### src/rtl/ws2812_pkg.sv
// ws2812_pkg: shared state encoding and default sizing for the WS2812 frame sequencer
package ws2812_pkg;
  localparam int DEF_NUM_LEDS = 64;
  localparam int DEF_RESET_CYCLES = 500;
  typedef enum logic [2:0] {IDLE, FETCH, CAPTURE, PRESENT, LATCH} state_e;
endpackage

### src/rtl/ws2812_frame_sequencer_if.sv
// ws2812_frame_sequencer_if: host write port, pixel RAM port and byte stream of the sequencer
interface ws2812_frame_sequencer_if;
  logic [7:0] host_addr;
  logic [7:0] host_wdata;
  logic       host_we;
  logic       host_ack;
  logic [7:0] ram_addr;
  logic [7:0] ram_wdata;
  logic       ram_we;
  logic       ram_clear;
  logic [7:0] ram_rdata;
  logic [7:0] byte_data;
  logic       byte_valid;
  logic       byte_ready;
  modport master (
    input  host_addr, host_wdata, host_we, ram_rdata, byte_ready,
    output host_ack, ram_addr, ram_wdata, ram_we, ram_clear, byte_data, byte_valid
  );
  modport slave (
    output host_addr, host_wdata, host_we, ram_rdata, byte_ready,
    input  host_ack, ram_addr, ram_wdata, ram_we, ram_clear, byte_data, byte_valid
  );
endinterface

### src/rtl/ws2812_latch_timer.sv
// ws2812_latch_timer: latch-gap counter, zeroed by start, counting while en, done on its last cycle
module ws2812_latch_timer
  import ws2812_pkg::*;
#(
  parameter int RESET_CYCLES = DEF_RESET_CYCLES,
  parameter int CW = $clog2(RESET_CYCLES + 1)
) (
  input  logic clk,
  input  logic rst,
  input  logic start,
  input  logic en,
  output logic done
);
  logic [CW-1:0] count_q, count_d;
  always_comb count_d = start ? '0 : en ? count_q + 1'b1 : count_q;
  always_ff @(posedge clk) count_q <= rst ? '0 : count_d;
  assign done = en && count_q == CW'(RESET_CYCLES - 1);
endmodule

### src/rtl/ws2812_frame_sequencer.sv
// ws2812_frame_sequencer: streams pixel RAM bytes in address order to a bit serializer, then holds the latch gap
module ws2812_frame_sequencer
  import ws2812_pkg::*;
#(
  parameter int NUM_LEDS = DEF_NUM_LEDS,
  parameter int RESET_CYCLES = DEF_RESET_CYCLES
) (
  input  logic clk,
  input  logic rst,
  input  logic start,
  input  logic clear_req,
  ws2812_frame_sequencer_if.master bus,
  output logic busy,
  output logic frame_done
);
  localparam logic [7:0] LAST = 8'(3 * NUM_LEDS - 1);
  state_e state_q, state_d;
  logic [7:0] idx_q, idx_d, byte_q, byte_d;
  logic clr, fwd, last_xfer, lt_done;
  always_comb begin
    state_d = state_q;
    idx_d = idx_q;
    byte_d = byte_q;
    case (state_q)
      IDLE: if (start && !clear_req) begin
        idx_d = 8'h00;
        state_d = FETCH;
      end
      FETCH: state_d = CAPTURE;
      CAPTURE: begin
        byte_d = bus.ram_rdata;
        state_d = PRESENT;
      end
      PRESENT: if (bus.byte_ready) begin
        state_d = idx_q == LAST ? LATCH : FETCH;
        idx_d = idx_q == LAST ? idx_q : idx_q + 8'd1;
      end
      LATCH: if (lt_done) state_d = IDLE;
      default: state_d = IDLE;
    endcase
  end
  always_ff @(posedge clk) begin
    state_q <= rst ? IDLE : state_d;
    idx_q <= rst ? 8'h00 : idx_d;
    byte_q <= rst ? 8'h00 : byte_d;
  end
  // reset gating keeps host writes and pulses from leaking through in the reset cycle
  assign clr = state_q == IDLE && clear_req && !rst;
  assign fwd = bus.host_we && state_q != FETCH && !clr && !rst;
  assign last_xfer = state_q == PRESENT && bus.byte_ready && idx_q == LAST;
  assign bus.ram_clear = clr;
  assign bus.ram_we = fwd;
  assign bus.host_ack = fwd;
  assign bus.ram_addr = state_q == FETCH ? idx_q : fwd ? bus.host_addr : 8'h00;
  assign bus.ram_wdata = fwd ? bus.host_wdata : 8'h00;
  assign bus.byte_valid = state_q == PRESENT;
  assign bus.byte_data = byte_q;
  assign busy = state_q != IDLE;
  assign frame_done = lt_done && !rst;
  ws2812_latch_timer #(.RESET_CYCLES(RESET_CYCLES)) u_timer (
    .clk(clk),
    .rst(rst),
    .start(last_xfer),
    .en(state_q == LATCH),
    .done(lt_done)
  );
endmodule

### src/flat_wrapper.sv
// flat-port wrapper written by rule: the top's interface ports become plain ports
module ws2812_frame_sequencer_flat import ws2812_pkg::*;
#(
  parameter int NUM_LEDS = DEF_NUM_LEDS,
  parameter int RESET_CYCLES = DEF_RESET_CYCLES
)
  (clk, rst, start, clear_req, busy, frame_done, bus_host_addr, bus_host_wdata, bus_host_we, bus_ram_rdata, bus_byte_ready, bus_host_ack, bus_ram_addr, bus_ram_wdata, bus_ram_we, bus_ram_clear, bus_byte_data, bus_byte_valid);
  ws2812_frame_sequencer_if bus_i ();
  input  logic clk;
  input  logic rst;
  input  logic start;
  input  logic clear_req;
  output logic busy;
  output logic frame_done;
  input wire logic [$bits(bus_i.host_addr)-1:0] bus_host_addr;
  input wire logic [$bits(bus_i.host_wdata)-1:0] bus_host_wdata;
  input wire logic [$bits(bus_i.host_we)-1:0] bus_host_we;
  input wire logic [$bits(bus_i.ram_rdata)-1:0] bus_ram_rdata;
  input wire logic [$bits(bus_i.byte_ready)-1:0] bus_byte_ready;
  output wire logic [$bits(bus_i.host_ack)-1:0] bus_host_ack;
  output wire logic [$bits(bus_i.ram_addr)-1:0] bus_ram_addr;
  output wire logic [$bits(bus_i.ram_wdata)-1:0] bus_ram_wdata;
  output wire logic [$bits(bus_i.ram_we)-1:0] bus_ram_we;
  output wire logic [$bits(bus_i.ram_clear)-1:0] bus_ram_clear;
  output wire logic [$bits(bus_i.byte_data)-1:0] bus_byte_data;
  output wire logic [$bits(bus_i.byte_valid)-1:0] bus_byte_valid;
  assign bus_i.host_addr = bus_host_addr;
  assign bus_i.host_wdata = bus_host_wdata;
  assign bus_i.host_we = bus_host_we;
  assign bus_i.ram_rdata = bus_ram_rdata;
  assign bus_i.byte_ready = bus_byte_ready;
  assign bus_host_ack = bus_i.host_ack;
  assign bus_ram_addr = bus_i.ram_addr;
  assign bus_ram_wdata = bus_i.ram_wdata;
  assign bus_ram_we = bus_i.ram_we;
  assign bus_ram_clear = bus_i.ram_clear;
  assign bus_byte_data = bus_i.byte_data;
  assign bus_byte_valid = bus_i.byte_valid;
  ws2812_frame_sequencer #(.NUM_LEDS(NUM_LEDS), .RESET_CYCLES(RESET_CYCLES)) u_core (.clk(clk), .rst(rst), .start(start), .clear_req(clear_req), .bus(bus_i), .busy(busy), .frame_done(frame_done));
endmodule
### config.mk
export PLATFORM = sky130hd
export DESIGN_NAME = ws2812_frame_sequencer_flat
export DESIGN_NICKNAME = d
export VERILOG_FILES = /design/src/rtl/ws2812_pkg.sv /design/src/rtl/ws2812_frame_sequencer_if.sv /design/src/rtl/ws2812_latch_timer.sv /design/src/rtl/ws2812_frame_sequencer.sv /design/src/flat_wrapper.sv
export SDC_FILE = /design/constraint.sdc
export NUM_CORES = 1
export LEC_CHECK = 0
export CORE_AREA = 3 3 74 93
export DETAILED_ROUTE_END_ITERATION = 7
export DIE_AREA = 0 0 77 96
export GPL_ROUTABILITY_DRIVEN = 0
export HOLD_SLACK_MARGIN = 0.15
export PLACE_DENSITY = 0.52
export SLEW_MARGIN = 20
export SYNTH_ARGS = -nofsm -noshare
export SYNTH_HDL_FRONTEND = slang
export SYNTH_SLANG_ARGS = --single-unit
export TNS_END_PERCENT = 20
### constraint.sdc
create_clock -name clk -period 2.4 [get_ports clk]
set_input_delay 0.48 -clock clk [delete_from_list [all_inputs] [get_ports clk]]
set_output_delay 0.48 -clock clk [all_outputs]
set_load 0.03 [all_outputs]
==> results.ini <==
[floorplanning]
io_pins=60
initial_core_util_pct=24.3
die_w_microns=77
placeableCoreArea_sq_mm=0.00613
die_h_microns=96
num_rows=32
die_area_sq_mm=0.00739

[critical_path]
start_kind=flop
timing.critical_path.arrival_ns=1.78
crit_path_max_fanout=13
endpoint_kind=output pin
timing_worst_setup_path_type=reg2out
worst-endpoint-required_ns=1.92

[sta]
finalHoldViolCount=0
setup_total_negative_slack_ns=0
tightest_slew_ns=0.414
max-slew-margin-rel_pct=72.2
final.setup_skew_ns=0.00788
finalHoldWorstSlack_ns=0.504
grt_setup_unrepaired=false
setup-violations-final=0
fin_crit_sh_pct=94.3
max_freq_mhz=442
min_period_ns=2.26
report.final.slew_viol_count=0

[yosys]
synthesis.area_sq_mm=0.00149
synth.ff_latch_count=28
avgSynthCellArea_sq_um=8.83
post_synthesis_sequential_area_ratio_pct=37.6
yosys_warnings=0
synth.net_count=201
synth.lib_cells_used.distinct=38
syn_inst=169

[cts]
numClockSinks=28
cts_buffer_depth=2
clock_tree.htree_level_count=1
numCtsBuffers=3
cts_root_buffer=clkbuf_8
worstSkewPairLatency_ns=0.28
clk_pin_slew_ns=0.10
cts_tree=yes
hold_buffers=0

[grt]
grt_usage_pct=10.7
grt_start_max_net_pins=19
globalRouteOverflowTotal=0
grt_pass1_wl_microns=6550
via_count_of_the_first_global_routing_pass=1388
grt_antenna_before_repair=0

[route]
routedWlPerCell_microns=12.1
post_drt_via_cell_ratio=4.52
dr.pass1.iters=4
detail-route-antenna-nets=0
routed-via-count=1428
drcViolationCount=0
route.final.wire_length_microns=3830
detail_route.iter0.violations=73

[cells_and_area]
final_nets=264
n_antenna_cell=0
share_of_post_route_cells_with_drive_strength_above_1_pct=18.6
synthesis_to_finish_area_growth_pct=50.8
final_util_pct=36.7

[place]
buffer_ports.inserted=59
total_half_perimeter_wirelength_after_legalization_and_detailed_placement_microns=2900

[hold_path]
min_path_type=reg2reg

[power_and_ir_drop]
power_leakage_nw=0.850
max-vdd-ir-drop_mv=0.231
power_density_mw_per_mm2=508

[run_status]
outcome=finished, final reports clean

[run]
max-cap-violations=0

path summary, 6_finish.rpt:
check / endpoint / slack (ns) / start / cells after the start
hold reg to reg: u_core.bus.byte_data[5] / 0.50 / u_core.bus.byte_data[5] / 2
setup reg to reg: u_core.idx_q[3] / 0.61 / u_core.idx_q[0] / 5
hold / removal: u_core.bus.byte_data[5] / 0.50 / u_core.bus.byte_data[5] / 2
setup / recovery: bus_byte_valid / 0.14 / u_core.state_q[1] / 3
report_power, final:
group,internal (mW),switching [mW]
logic,0.137,0.138
clock network,0.224,0.158
registers,0.478,0.00885
total,0.839,0.304
state kept, by name, indices dropped and copies added (netlist names):
signal                  flops
u_core.bus.byte_data        8
u_core.idx_q                8
u_core.state_q              3
u_core.u_timer.count_q      9
Yosys cell counts (all sizes together):
master    n  area share, %
xnor2     4            2.3
o21ai     6            2.0
or4       1           0.50
nand4     4            1.7
a31oi     6            2.5
dfxtp    28             38
and3      2           0.84
clkbuf    3           0.75
or3b      1           0.59
a41o      1           0.67
nand4bb   1           0.75
nand2b    2           0.84
and3b     1           0.59
nor3b     6            4.0
nand4b    1            1.0
and2      8            3.4
mux2i    10            6.7
inv       1           0.25
a211oi    1           0.84
nor3      7            2.3
buf       8            3.7
nand3b    1           0.50
nor2     19            4.8
nor2b     3            1.3
nand3     4            1.3
and4b     1           0.92
a41oi     2            1.2
ha        2            1.7
nand2     9            2.3
a21oi    10            3.6
xor2      2            1.2
a2bb2oi   1           0.59
or3       5            2.1
a22o      8            4.7
critical path, cell delays in order (launching register included):
cell             delay (ns)
dfxtp_1                0.37
buf_4                  0.20
and3b_1                0.24
clkdlybuf4s50_1        0.70
final cells by class:
class | instances | area, sq um
Clock buffer | 3 | 41.3
Clock inverter | 1 | 30.0
Fill cell | 637 | 3880
Inverter | 1 | 3.75
Multi-Input combinational cell | 129 | 877
Sequential cell | 28 | 561
Tap cell | 85 | 106
Timing Repair Buffer | 69 | 631
repair_timing:
| action | CTS | global route |
|---|---|---|
| pin swaps | 1 | 1 |
| setup endpoints to repair | 18 | 3 |
| resized for setup | 2 | 1 |
| setup buffers | 1 | 0 |
per-stage QoR:
stage | cell area, sq um | power [mW] | setup WS (ns) | instances
after detailed placement | 2140 | 0.768 | -0.359 | 311
after CTS | 2250 | 1.16 | 0.0479 | 316
after global routing | 2250 | 1.19 | 0.0398 | 316
after floorplan | 1490 | 0.648 | 0.161 | 169
final | 2250 | 1.14 | 0.136 | 316
after global placement | 2140 | 0.768 | -0.336 | 311
per-layer routing:
metal	vias to the layer above	track usage [%]	share of wire (%)
li1	736	-	-
met1	636	12.5	43
met2	52	19.2	48
met3	4	3.09	7.9
met4	0	3.12	1.0
met5	-	0	0
logic make-up (layout without fill, tap and decap cells):
kind of cell | after synthesis | count (layout) | synth area share [%]
simple gates | 76 | 76 | 29.7
compound gates | 35 | 35 | 16.1
flops | 28 | 28 | 37.6
buf+inv | 12 | 74 | 4.70
mux | 10 | 10 | 6.71
xor+xnor | 6 | 6 | 3.52
fa+ha+maj | 2 | 2 | 1.68
cell usage in the layout, fill, tap and decap left out, drive strengths merged, types with 3 or more instances in the layout:
| master | instances |
|---|---|
| a31oi | 6 |
| o21ai | 6 |
| clkdlybuf4s50 | 38 |
| a21oi | 10 |
| mux2i | 10 |
| nor2b | 3 |
| nand3 | 4 |
| xnor2 | 4 |
| nor2 | 19 |
| nand4 | 4 |
| a22o | 8 |
| nand2 | 9 |
| dfxtp | 28 |
| nor3 | 7 |
| and2 | 8 |
| clkbuf | 3 |
| nor3b | 6 |
| buf | 30 |
| or3 | 5 |
Power figures use the tool's default switching activity.
